==> src/rtl/traffic_lamp_sequencer_pkg.sv <==
// Shared types for the traffic lamp sequencer: FSM states and per-direction lamp vectors.
package traffic_pkg;

  typedef enum logic [2:0] {
    IDLE_RED,
    NS_GO,
    NS_AMBER,
    NS_CLEAR,
    EW_GO,
    EW_AMBER,
    EW_CLEAR,
    FAULT
  } traffic_state_t;

  typedef struct packed {
    logic red;
    logic amber;
    logic green;
  } lamp_t;

  localparam lamp_t LAMP_RED   = 3'b100;
  localparam lamp_t LAMP_AMBER = 3'b010;
  localparam lamp_t LAMP_GREEN = 3'b001;
  localparam lamp_t LAMP_OFF   = 3'b000;

endpackage

==> src/rtl/traffic_lamp_sequencer_if.sv <==
// Request/lamp bundle between the upstream controller (master) and the lamp sequencer (slave).
// Requests are level signals sampled every rising clk edge; lamps and status are registered Moore outputs.
interface traffic_lamp_sequencer_if;
  logic ns_green_req;
  logic ew_green_req;
  logic ns_red;
  logic ns_amber;
  logic ns_green;
  logic ew_red;
  logic ew_amber;
  logic ew_green;
  logic busy;
  logic fault;

  modport master (
    output ns_green_req, ew_green_req,
    input  ns_red, ns_amber, ns_green, ew_red, ew_amber, ew_green, busy, fault
  );

  modport slave (
    input  ns_green_req, ew_green_req,
    output ns_red, ns_amber, ns_green, ew_red, ew_amber, ew_green, busy, fault
  );
endinterface

==> src/rtl/traffic_lamp_sequencer_phase_timer.sv <==
// Down-counter shared by the green, amber, clear and flash phases; a load wins over a decrement.
module phase_timer #(
  parameter int CNT_W = 8
) (
  input  logic             clk,
  input  logic             reset,
  input  logic             load,
  input  logic [CNT_W-1:0] load_value,
  output logic             done
);

  logic [CNT_W-1:0] count;

  always_ff @(posedge clk or posedge reset) begin
    if (reset) begin
      count <= '0;
    end else if (load) begin
      count <= load_value;
    end else if (count != '0) begin
      count <= count - 1'b1;
    end
  end

  assign done = (count == '0);

endmodule

==> src/rtl/traffic_lamp_sequencer.sv <==
// Lamp sequencer: turns per-direction green requests into lamp drive with min-green,
// amber and all-red clearance timing, plus a sticky flashing-red fault on conflicting requests.
module traffic_lamp_sequencer
  import traffic_pkg::*;
#(
  parameter int MIN_GREEN     = 4,
  parameter int AMBER_CYCLES  = 3,
  parameter int ALLRED_CYCLES = 2,
  parameter int FLASH_CYCLES  = 2,
  parameter int CNT_W         = 8
) (
  input  logic                     clk,
  input  logic                     reset,
  traffic_lamp_sequencer_if.slave  bus,
  output traffic_state_t           dbg_state
);

  localparam logic [CNT_W-1:0] GREEN_LOAD  = CNT_W'(MIN_GREEN - 1);
  localparam logic [CNT_W-1:0] AMBER_LOAD  = CNT_W'(AMBER_CYCLES - 1);
  localparam logic [CNT_W-1:0] ALLRED_LOAD = CNT_W'(ALLRED_CYCLES - 1);
  localparam logic [CNT_W-1:0] FLASH_LOAD  = CNT_W'(FLASH_CYCLES - 1);

  traffic_state_t   state_q, state_d;
  logic             flash_q, flash_d;
  lamp_t            ns_q, ns_d, ew_q, ew_d;
  logic             busy_q, busy_d, fault_q, fault_d;
  logic             load;
  logic [CNT_W-1:0] load_value;
  logic             done;
  logic             ns_req, ew_req;

  assign ns_req = bus.ns_green_req;
  assign ew_req = bus.ew_green_req;

  phase_timer #(.CNT_W(CNT_W)) u_timer (
    .clk        (clk),
    .reset      (reset),
    .load       (load),
    .load_value (load_value),
    .done       (done)
  );

  always_ff @(posedge clk or posedge reset) begin
    if (reset) begin
      state_q <= IDLE_RED;
      flash_q <= 1'b0;
      ns_q    <= LAMP_RED;
      ew_q    <= LAMP_RED;
      busy_q  <= 1'b0;
      fault_q <= 1'b0;
    end else begin
      state_q <= state_d;
      flash_q <= flash_d;
      ns_q    <= ns_d;
      ew_q    <= ew_d;
      busy_q  <= busy_d;
      fault_q <= fault_d;
    end
  end

  always_comb begin
    state_d    = state_q;
    flash_d    = flash_q;
    load       = 1'b0;
    load_value = '0;
    if (state_q != FAULT && ns_req && ew_req) begin
      // Conflicting requests: reds start lit and the timer paces the flash.
      state_d    = FAULT;
      flash_d    = 1'b1;
      load       = 1'b1;
      load_value = FLASH_LOAD;
    end else begin
      case (state_q)
        IDLE_RED: begin
          if (ns_req) begin
            state_d = NS_GO; load = 1'b1; load_value = GREEN_LOAD;
          end else if (ew_req) begin
            state_d = EW_GO; load = 1'b1; load_value = GREEN_LOAD;
          end
        end
        NS_GO: if (done && !ns_req) begin
          state_d = NS_AMBER; load = 1'b1; load_value = AMBER_LOAD;
        end
        NS_AMBER: if (done) begin
          state_d = NS_CLEAR; load = 1'b1; load_value = ALLRED_LOAD;
        end
        NS_CLEAR: if (done) begin
          // Opposite direction gets priority so a waiting request is not starved.
          if (ew_req) begin
            state_d = EW_GO; load = 1'b1; load_value = GREEN_LOAD;
          end else if (ns_req) begin
            state_d = NS_GO; load = 1'b1; load_value = GREEN_LOAD;
          end else begin
            state_d = IDLE_RED;
          end
        end
        EW_GO: if (done && !ew_req) begin
          state_d = EW_AMBER; load = 1'b1; load_value = AMBER_LOAD;
        end
        EW_AMBER: if (done) begin
          state_d = EW_CLEAR; load = 1'b1; load_value = ALLRED_LOAD;
        end
        EW_CLEAR: if (done) begin
          if (ns_req) begin
            state_d = NS_GO; load = 1'b1; load_value = GREEN_LOAD;
          end else if (ew_req) begin
            state_d = EW_GO; load = 1'b1; load_value = GREEN_LOAD;
          end else begin
            state_d = IDLE_RED;
          end
        end
        FAULT: if (done) begin
          flash_d = ~flash_q; load = 1'b1; load_value = FLASH_LOAD;
        end
        default: state_d = FAULT;
      endcase
    end
  end

  // Lamps are decoded from the next state so they register in step with the state.
  always_comb begin
    ns_d    = LAMP_RED;
    ew_d    = LAMP_RED;
    busy_d  = 1'b0;
    fault_d = 1'b0;
    case (state_d)
      NS_GO:    ns_d = LAMP_GREEN;
      NS_AMBER: begin ns_d = LAMP_AMBER; busy_d = 1'b1; end
      NS_CLEAR: busy_d = 1'b1;
      EW_GO:    ew_d = LAMP_GREEN;
      EW_AMBER: begin ew_d = LAMP_AMBER; busy_d = 1'b1; end
      EW_CLEAR: busy_d = 1'b1;
      FAULT: begin
        ns_d    = flash_d ? LAMP_RED : LAMP_OFF;
        ew_d    = flash_d ? LAMP_RED : LAMP_OFF;
        fault_d = 1'b1;
      end
      default: ;
    endcase
  end

  assign bus.ns_red   = ns_q.red;
  assign bus.ns_amber = ns_q.amber;
  assign bus.ns_green = ns_q.green;
  assign bus.ew_red   = ew_q.red;
  assign bus.ew_amber = ew_q.amber;
  assign bus.ew_green = ew_q.green;
  assign bus.busy     = busy_q;
  assign bus.fault    = fault_q;
  assign dbg_state    = state_q;

endmodule
==> src/flat_wrapper.sv <==
// flat-port wrapper written by rule: the top's interface ports become plain ports
module traffic_lamp_sequencer_flat import traffic_pkg::*;
#(
  parameter int MIN_GREEN     = 4,
  parameter int AMBER_CYCLES  = 3,
  parameter int ALLRED_CYCLES = 2,
  parameter int FLASH_CYCLES  = 2,
  parameter int CNT_W         = 8
)
  (clk, reset, dbg_state, bus_ns_green_req, bus_ew_green_req, bus_ns_red, bus_ns_amber, bus_ns_green, bus_ew_red, bus_ew_amber, bus_ew_green, bus_busy, bus_fault);
  traffic_lamp_sequencer_if bus_i ();
  input  logic clk;
  input  logic reset;
  output traffic_state_t dbg_state;
  input wire logic [$bits(bus_i.ns_green_req)-1:0] bus_ns_green_req;
  input wire logic [$bits(bus_i.ew_green_req)-1:0] bus_ew_green_req;
  output wire logic [$bits(bus_i.ns_red)-1:0] bus_ns_red;
  output wire logic [$bits(bus_i.ns_amber)-1:0] bus_ns_amber;
  output wire logic [$bits(bus_i.ns_green)-1:0] bus_ns_green;
  output wire logic [$bits(bus_i.ew_red)-1:0] bus_ew_red;
  output wire logic [$bits(bus_i.ew_amber)-1:0] bus_ew_amber;
  output wire logic [$bits(bus_i.ew_green)-1:0] bus_ew_green;
  output wire logic [$bits(bus_i.busy)-1:0] bus_busy;
  output wire logic [$bits(bus_i.fault)-1:0] bus_fault;
  assign bus_i.ns_green_req = bus_ns_green_req;
  assign bus_i.ew_green_req = bus_ew_green_req;
  assign bus_ns_red = bus_i.ns_red;
  assign bus_ns_amber = bus_i.ns_amber;
  assign bus_ns_green = bus_i.ns_green;
  assign bus_ew_red = bus_i.ew_red;
  assign bus_ew_amber = bus_i.ew_amber;
  assign bus_ew_green = bus_i.ew_green;
  assign bus_busy = bus_i.busy;
  assign bus_fault = bus_i.fault;
  traffic_lamp_sequencer #(.MIN_GREEN(MIN_GREEN), .AMBER_CYCLES(AMBER_CYCLES), .ALLRED_CYCLES(ALLRED_CYCLES), .FLASH_CYCLES(FLASH_CYCLES), .CNT_W(CNT_W)) u_core (.clk(clk), .reset(reset), .bus(bus_i), .dbg_state(dbg_state));
endmodule
==> config.mk <==
export PLATFORM = sky130hd
export DESIGN_NAME = traffic_lamp_sequencer_flat
export DESIGN_NICKNAME = d
export VERILOG_FILES = /design/src/rtl/traffic_lamp_sequencer_pkg.sv /design/src/rtl/traffic_lamp_sequencer_if.sv /design/src/rtl/traffic_lamp_sequencer_phase_timer.sv /design/src/rtl/traffic_lamp_sequencer.sv /design/src/flat_wrapper.sv
export SDC_FILE = /design/constraint.sdc
export NUM_CORES = 1
export LEC_CHECK = 0
export CAP_MARGIN = 20
export CORE_AREA = 2 2 52 59
export DETAILED_ROUTE_END_ITERATION = 16
export DIE_AREA = 0 0 54 61
export PLACE_DENSITY = 0.81
export SLEW_MARGIN = 30
export SYNTH_ARGS = -nofsm -noshare
export SYNTH_HDL_FRONTEND = slang
export SYNTH_HIERARCHICAL = 1
export SYNTH_SLANG_ARGS = --single-unit
export TNS_END_PERCENT = 10
==> constraint.sdc <==
create_clock -name clk -period 3.05 [get_ports clk]
set_input_delay 0.61 -clock clk [delete_from_list [all_inputs] [get_ports clk]]
set_output_delay 0.61 -clock clk [all_outputs]
set_load 0.005 [all_outputs]
# Yosys cells after proc, flatten, opt, wreduce, memory -nomap -nowiden
# Index checks and enable logic that the tools add are counted.
word_totals:
  regBits: 20
  elab_cells: 86
op_classes:
  add_sub_neg: 1
  n_eq_ne: 15
  n_mux: 46
  n_bitwise: 1
  reduce_logical: 12
ops:
  columns: ["cell", "n"]
  rows:
  - ["$mux W8", 7]
  - ["$pmux W8 S6", 1]
  - ["$mux W3", 13]
  - ["$eq A3 B3 Y1 const B", 8]
  - ["$pmux W3 S7", 1]
  - ["$pmux W3 S3", 2]
  - ["$mux W1", 17]
  - ["$eq A3 B2 Y1 const B", 4]
  - ["$logic_not A8 Y1", 1]
  - ["$mux W2", 4]
  - ["$reduce_bool A8 Y1", 1]
  - ["$sub A8 B1 Y8 const B", 1]
  - ["$eq A3 B1 Y1 const B", 2]
  - ["$pmux W1 S6", 1]
  - ["$logic_and A1 B1 Y1", 4]
  - ["$reduce_or A4 Y1", 1]
  - ["$logic_not A3 Y1", 1]
  - ["$ne A3 B3 Y1 const B", 1]
  - ["$reduce_or A3 Y1", 1]
  - ["$logic_not A1 Y1", 2]
  - ["$reduce_bool A2 Y1", 1]
  - ["$not A1 Y1", 1]

# Logic depth before layout (Yosys ltp)
depth:
  word_depth: 8
  depth_mapped: 13

# Hierarchy
# The synthesis kept the hierarchy.
modules_own_cells:
  columns: ["mod", "n_inst", "cells_each", "area_each_um2", "seq_area_each_um2"]
  rows:
  - ["traffic_lamp_sequencer", 1, 116, 959.7, 302.8]
  - ["phase_timer", 1, 56, 496.7, 200.2]

# Least setup slack after synthesis
# Ideal clock, no wire load.
synth_path:
  kind: "reg2reg"
  from: "register u_core.u_timer.count[0]"
  to: "register u_core.u_timer.count[6]"
  setup_ns: 0.077
  arrival_time_ns: 2.704
  slack_ns: 0.269
  stages_incl_launch_ff: 14
  path_buffers: 3
  period_less_slack_ns: 2.781
  path_cell_list: "dfrtp_1 inv_1 ha_1 or4b_1 buf_2 nor2_2 nor2b_1 a2111oi_1 a311oi_1 nor2_1 buf_1 clkbuf_1 a31oi_1 a21oi_1"
synth_between:
  elab_chain_len: 6
  elab_cells_between_ends: 19
  cone_classes: "add/sub: 1; mux: 13; reduce/logical: 5"
synth_rtl:
  columns: ["item", "line_no", "source"]
  rows:
  - ["start: declaration", "traffic_lamp_sequencer_phase_timer.sv:12", "logic [CNT_W-1:0] count;"]
  - ["start signal: assignment", "traffic_lamp_sequencer_phase_timer.sv:18", "count <= load_value;"]
  - ["start signal: assignment", "traffic_lamp_sequencer_phase_timer.sv:20", "count <= count - 1'b1;"]
  - ["$logic_not A8 Y1 *", "traffic_lamp_sequencer_phase_timer.sv:24", "assign done = (count == '0);"]
  - ["via u_core.done", "traffic_lamp_sequencer.sv:29", "logic done;"]
  - ["$logic_and A1 B1 Y1 (on tied branches)", "traffic_lamp_sequencer.sv:97, traffic_lamp_sequencer.sv:81", null]
  - ["$mux W1 (on tied branches)", "traffic_lamp_sequencer.sv:97, traffic_lamp_sequencer.sv:81", null]
  - ["$pmux W1 S6 *", "traffic_lamp_sequencer.sv:73", "case (state_q)"]
  - ["$mux W1 *", "traffic_lamp_sequencer.sv:66", "if (state_q != FAULT && ns_req && ew_req) begin"]
  - ["via u_core.load", "traffic_lamp_sequencer.sv:27", "logic load;"]
  - ["$mux W8 / $reduce_bool A2 Y1 (equally long branches)", null, null]
# The timed path passes the listed nets; every way through them passes the cells marked *. The select of a mux whose other input is x is not followed.
# A chain may end at the register's enable or synchronous reset.

# Worst setup path in the final report
layout_path:
  from: "register u_core.u_timer.count[0]"
  to: "register u_core.u_timer.count[7]"
# The elaborated chain is that of the path after synthesis.

==> results.py <==
metrics = {
    "timing": {
        "worst-slew-pin-transition_ns": 0.744,
        "rsz0062_at_grt": "false",
        "final.setup.tns_ns": 0,
        "drv_slew": 0,
        "relSlewSlack": 0.497,
        "setup_viol_count_final": 0,
        "fmax_mhz": 352,
        "period_needed_ns": 2.84,
        "skew_ns": 0.00291,
        "period_share": 0.933,
        "hold_violations": 0,
    },
    "synthesis": {
        "ys_seq_area_frac": 0.345,
        "yosysUniqueCellTypes": 56,
        "synth-seq-cells": 20,
        "yosysWarnings": 6,
        "ys_async_sr_fraction": 1.00,
        "syn_area_per_cell_um2": 8.47,
        "synth_area_um2": 1460,
        "synth_edf_count": 0,
        "ys.flop_type": "dfrtp_1",
        "netlist_instances": 172,
    },
    "floorplanning": {
        "fp.dieH_um": 61,
        "die_width_um": 54,
        "ios": 15,
        "std_cell_rows": 20,
        "core_um2": 2700,
        "dieArea_um2": 3290,
        "initial_core_util": 0.539,
    },
    "critical_path": {
        "crit_required_ns": 3.25,
        "slowest_stage": "or4b_1",
        "worstPathMaxFanout": 17,
        "crit_arrival_ns": 3.04,
        "path_delay_family": "simple AND/OR/NAND/NOR gates",
        "crit_chain": "inv_1 > ha_1 > or4b_1 > nor2_2 > nor2b_1 > a2111oi_1 > a311oi_1 > nor2_1 > buf_4 > nor3_1 > a221o_1",
        "path_buf_inv": 2,
        "crit_type": "flip-flop to flip-flop",
        "critPathMaxStageDelay_ns": 0.51,
        "end_kind": "flip-flop",
        "cp-start-kind": "flip-flop",
    },
    "route": {
        "top_layer": "met4",
        "wl_met2_mm": 1.95,
        "drc": 0,
        "vias_per_cell": 6.33,
        "wl_mm": 3.63,
        "drtPass1Iterations": 4,
        "drt-met1-wl_mm": 1.45,
        "drt_iter0_drc": 45,
        "wire_per_inst_um": 16.5,
        "ant_nets": 0,
        "vias": 1392,
        "wl_met3_um": 163,
    },
    "placed_design": {
        "numPlacedInstances": 216,
        "dp_hpwl_mm": 2.65,
        "gp_congestion": 0.920,
        "io_buffers": 14,
    },
    "finish": {
        "utilization": 0.617,
        "n_antenna_cell": 0,
        "area_delta_synth_final_pct": 14.5,
        "drive_gt1_frac": 0.102,
        "fin_cells": 220,
        "layout.nets": 193,
    },
    "power_and_ir_drop": {
        "p_switching_mw": 0.445,
        "combinationalPowerShare": 0.434,
        "switching_share": 0.381,
        "powerDensity_nw_per_um2": 699,
        "leakagePower_nw": 0.671,
        "vdd_drop_max_v": 0.000419,
        "share_seq_of_total_power": 0.379,
        "internal_power_mw": 0.721,
        "p_clk_frac": 0.187,
    },
    "cts": {
        "hold_buffers": 0,
        "cts-root-buf": "clkbuf_4",
        "clk-insertion-delay-late_ns": 0.31,
        "cts_buffer_depth": 2,
        "cts_htree_levels": 1,
        "numCtsBuffers": 3,
        "cts_num_sinks": 20,
        "cts_tree": "yes",
        "clkTransAtPathRegs_ns": 0.11,
        "postCtsSetupBuffers": 0,
        "cts_resized": 0,
    },
    "global_route": {
        "grt_pass1_vias": 1298,
        "track_usage": 0.248,
        "grt_max_degree": 25,
        "overflow": 0,
        "antenna_found_initial": 0,
        "grt_first_pass_wirelength_mm": 5.95,
    },
    "run": {
        "maxCapViolations": 0,
    },
    "run_status": {
        "status": "finished, final reports clean",
    },
    "min_path": {
        "hold_class": "input port to asynchronous set/reset pin",
    },
}
-- flip-flops by register name, summed over array words and instances (netlist names) --
| name | count |
|---|---|
| u_core/bus.fault | 1 |
| u_core/bus.ns_green | 1 |
| u_core/bus.ew_green | 1 |
| u_core/dbg_state | 3 |
| u_core/bus.ew_amber | 1 |
| u_core/bus.ew_red | 1 |
| u_core/bus.busy | 1 |
| u_core/bus.ns_red | 1 |
| u_core/flash_q | 1 |
| u_core/bus.ns_amber | 1 |
| u_core/u_timer/count | 8 |
-- area by class of cell --
| class | instances | area [um2] |
|---|---|---|
| Multi-Input combinational cell | 130 | 833 |
| Inverter | 12 | 45.0 |
| Clock inverter | 1 | 30.0 |
| Clock buffer | 3 | 22.5 |
| Timing Repair Buffer | 21 | 193 |
| Tap cell | 33 | 41.3 |
| Fill cell | 226 | 1030 |
| Sequential cell | 20 | 503 |
-- through the flow --
stage / worst slack, ns / hold slack [ns] / area [um2] / total power [mW]
2_1_floorplan: 0.269 / 0.426 / 1480 / 0.797
3_3_place_gp: 0.406 / 0.556 / 1620 / 0.903
3_5_place_dp: 0.245 / 0.599 / 1620 / 0.943
4_1_cts: 0.226 / 0.566 / 1670 / 1.16
5_1_grt: 0.0346 / 0.567 / 1670 / 1.24
6_report: 0.206 / 0.567 / 1670 / 1.17
-- synthesized netlist by cell type, types with 2 or more instances --
master,number,share of area
nand3_1,3,0.010
nor4b_1,3,0.018
o21ai_1,2,0.0069
a31oi_1,8,0.034
and3_1,2,0.0086
nor2_1,10,0.026
dfrtp_1,18,0.31
a21oi_1,10,0.034
xor2_1,4,0.024
a311oi_1,2,0.012
o31ai_1,4,0.021
nand2_1,9,0.023
buf_6,3,0.023
a221o_1,2,0.014
o2111ai_1,2,0.012
inv_1,12,0.031
o22ai_1,3,0.013
xnor2_1,2,0.012
o31a_1,2,0.012
nand4_1,2,0.0086
and2_1,2,0.0086
nor2b_1,8,0.034
buf_2,9,0.031
nand2b_1,4,0.017
dfstp_2,2,0.036
o21ai_0,7,0.024
o32ai_1,2,0.012
nor3_1,7,0.024
-- placed cells by master, fill, tap and decap left out, types with 2 or more instances in the layout --
cell type        instances
dfstp_2                  2
conb_1                   6
nor2_1                  10
o31a_1                   2
buf_4                    7
inv_1                   12
nand4_1                  2
clkdlybuf4s50_1         14
and2_1                   2
a21oi_1                 10
o22ai_1                  3
nor4b_1                  3
xor2_1                   4
nor3_1                   7
clkbuf_4                 3
xnor2_1                  2
o21ai_0                  7
nand2b_1                 4
o2111ai_1                2
o32ai_1                  2
nand2_1                  9
a31oi_1                  8
nand3_1                  3
and3_1                   2
dfrtp_1                 18
a221o_1                  2
o31ai_1                  4
nor2b_1                  8
a311oi_1                 2
o21ai_1                  2
-- cell families after synthesis --
kind of cell / share of synthesized area
DFF: 0.345
other: 0.00257
AOI/OAI and AO/OA: 0.294
buffers and inverters: 0.0954
and+or+nand+nor: 0.218
adders and majority gates: 0.00859
xor gates and xnor gates: 0.0361
-- metal layers --
layer / up-vias / global-route usage
met1: 669 / 0.293
met4: 0 / 0.0857
li1: 662 / -
met5: - / 0
met3: 6 / 0.0320
met2: 55 / 0.456
-- final timing paths --
kind,start,endpoint,slack (ns),depth (start not counted)
setup reg to reg,u_core/u_timer/count[0],u_core/u_timer/count[7],0.21,11
min in group clk,u_core/u_timer/count[6],u_core/u_timer/count[6],0.63,2
setup / recovery,u_core/u_timer/count[0],u_core/u_timer/count[7],0.21,11
hold reg to reg,u_core/u_timer/count[6],u_core/u_timer/count[6],0.63,2
hold / removal,reset,u_core/u_timer/count[4],0.57,2
max in group asynchronous,reset,u_core/bus.ns_red,2.10,2
-- power by group through the flow --
| stage | registers, mW | clock network, mW | logic (mW) |
|---|---|---|---|
| 3_3_place_gp | 0.434 | 0 | 0.469 |
| 3_5_place_dp | 0.444 | 0 | 0.499 |
| 2_1_floorplan | 0.409 | 0 | 0.387 |
| 5_1_grt | 0.451 | 0.236 | 0.556 |
| 6_report | 0.442 | 0.218 | 0.506 |
| 4_1_cts | 0.439 | 0.224 | 0.501 |
Note: power is estimated with default switching activity, not from simulation.
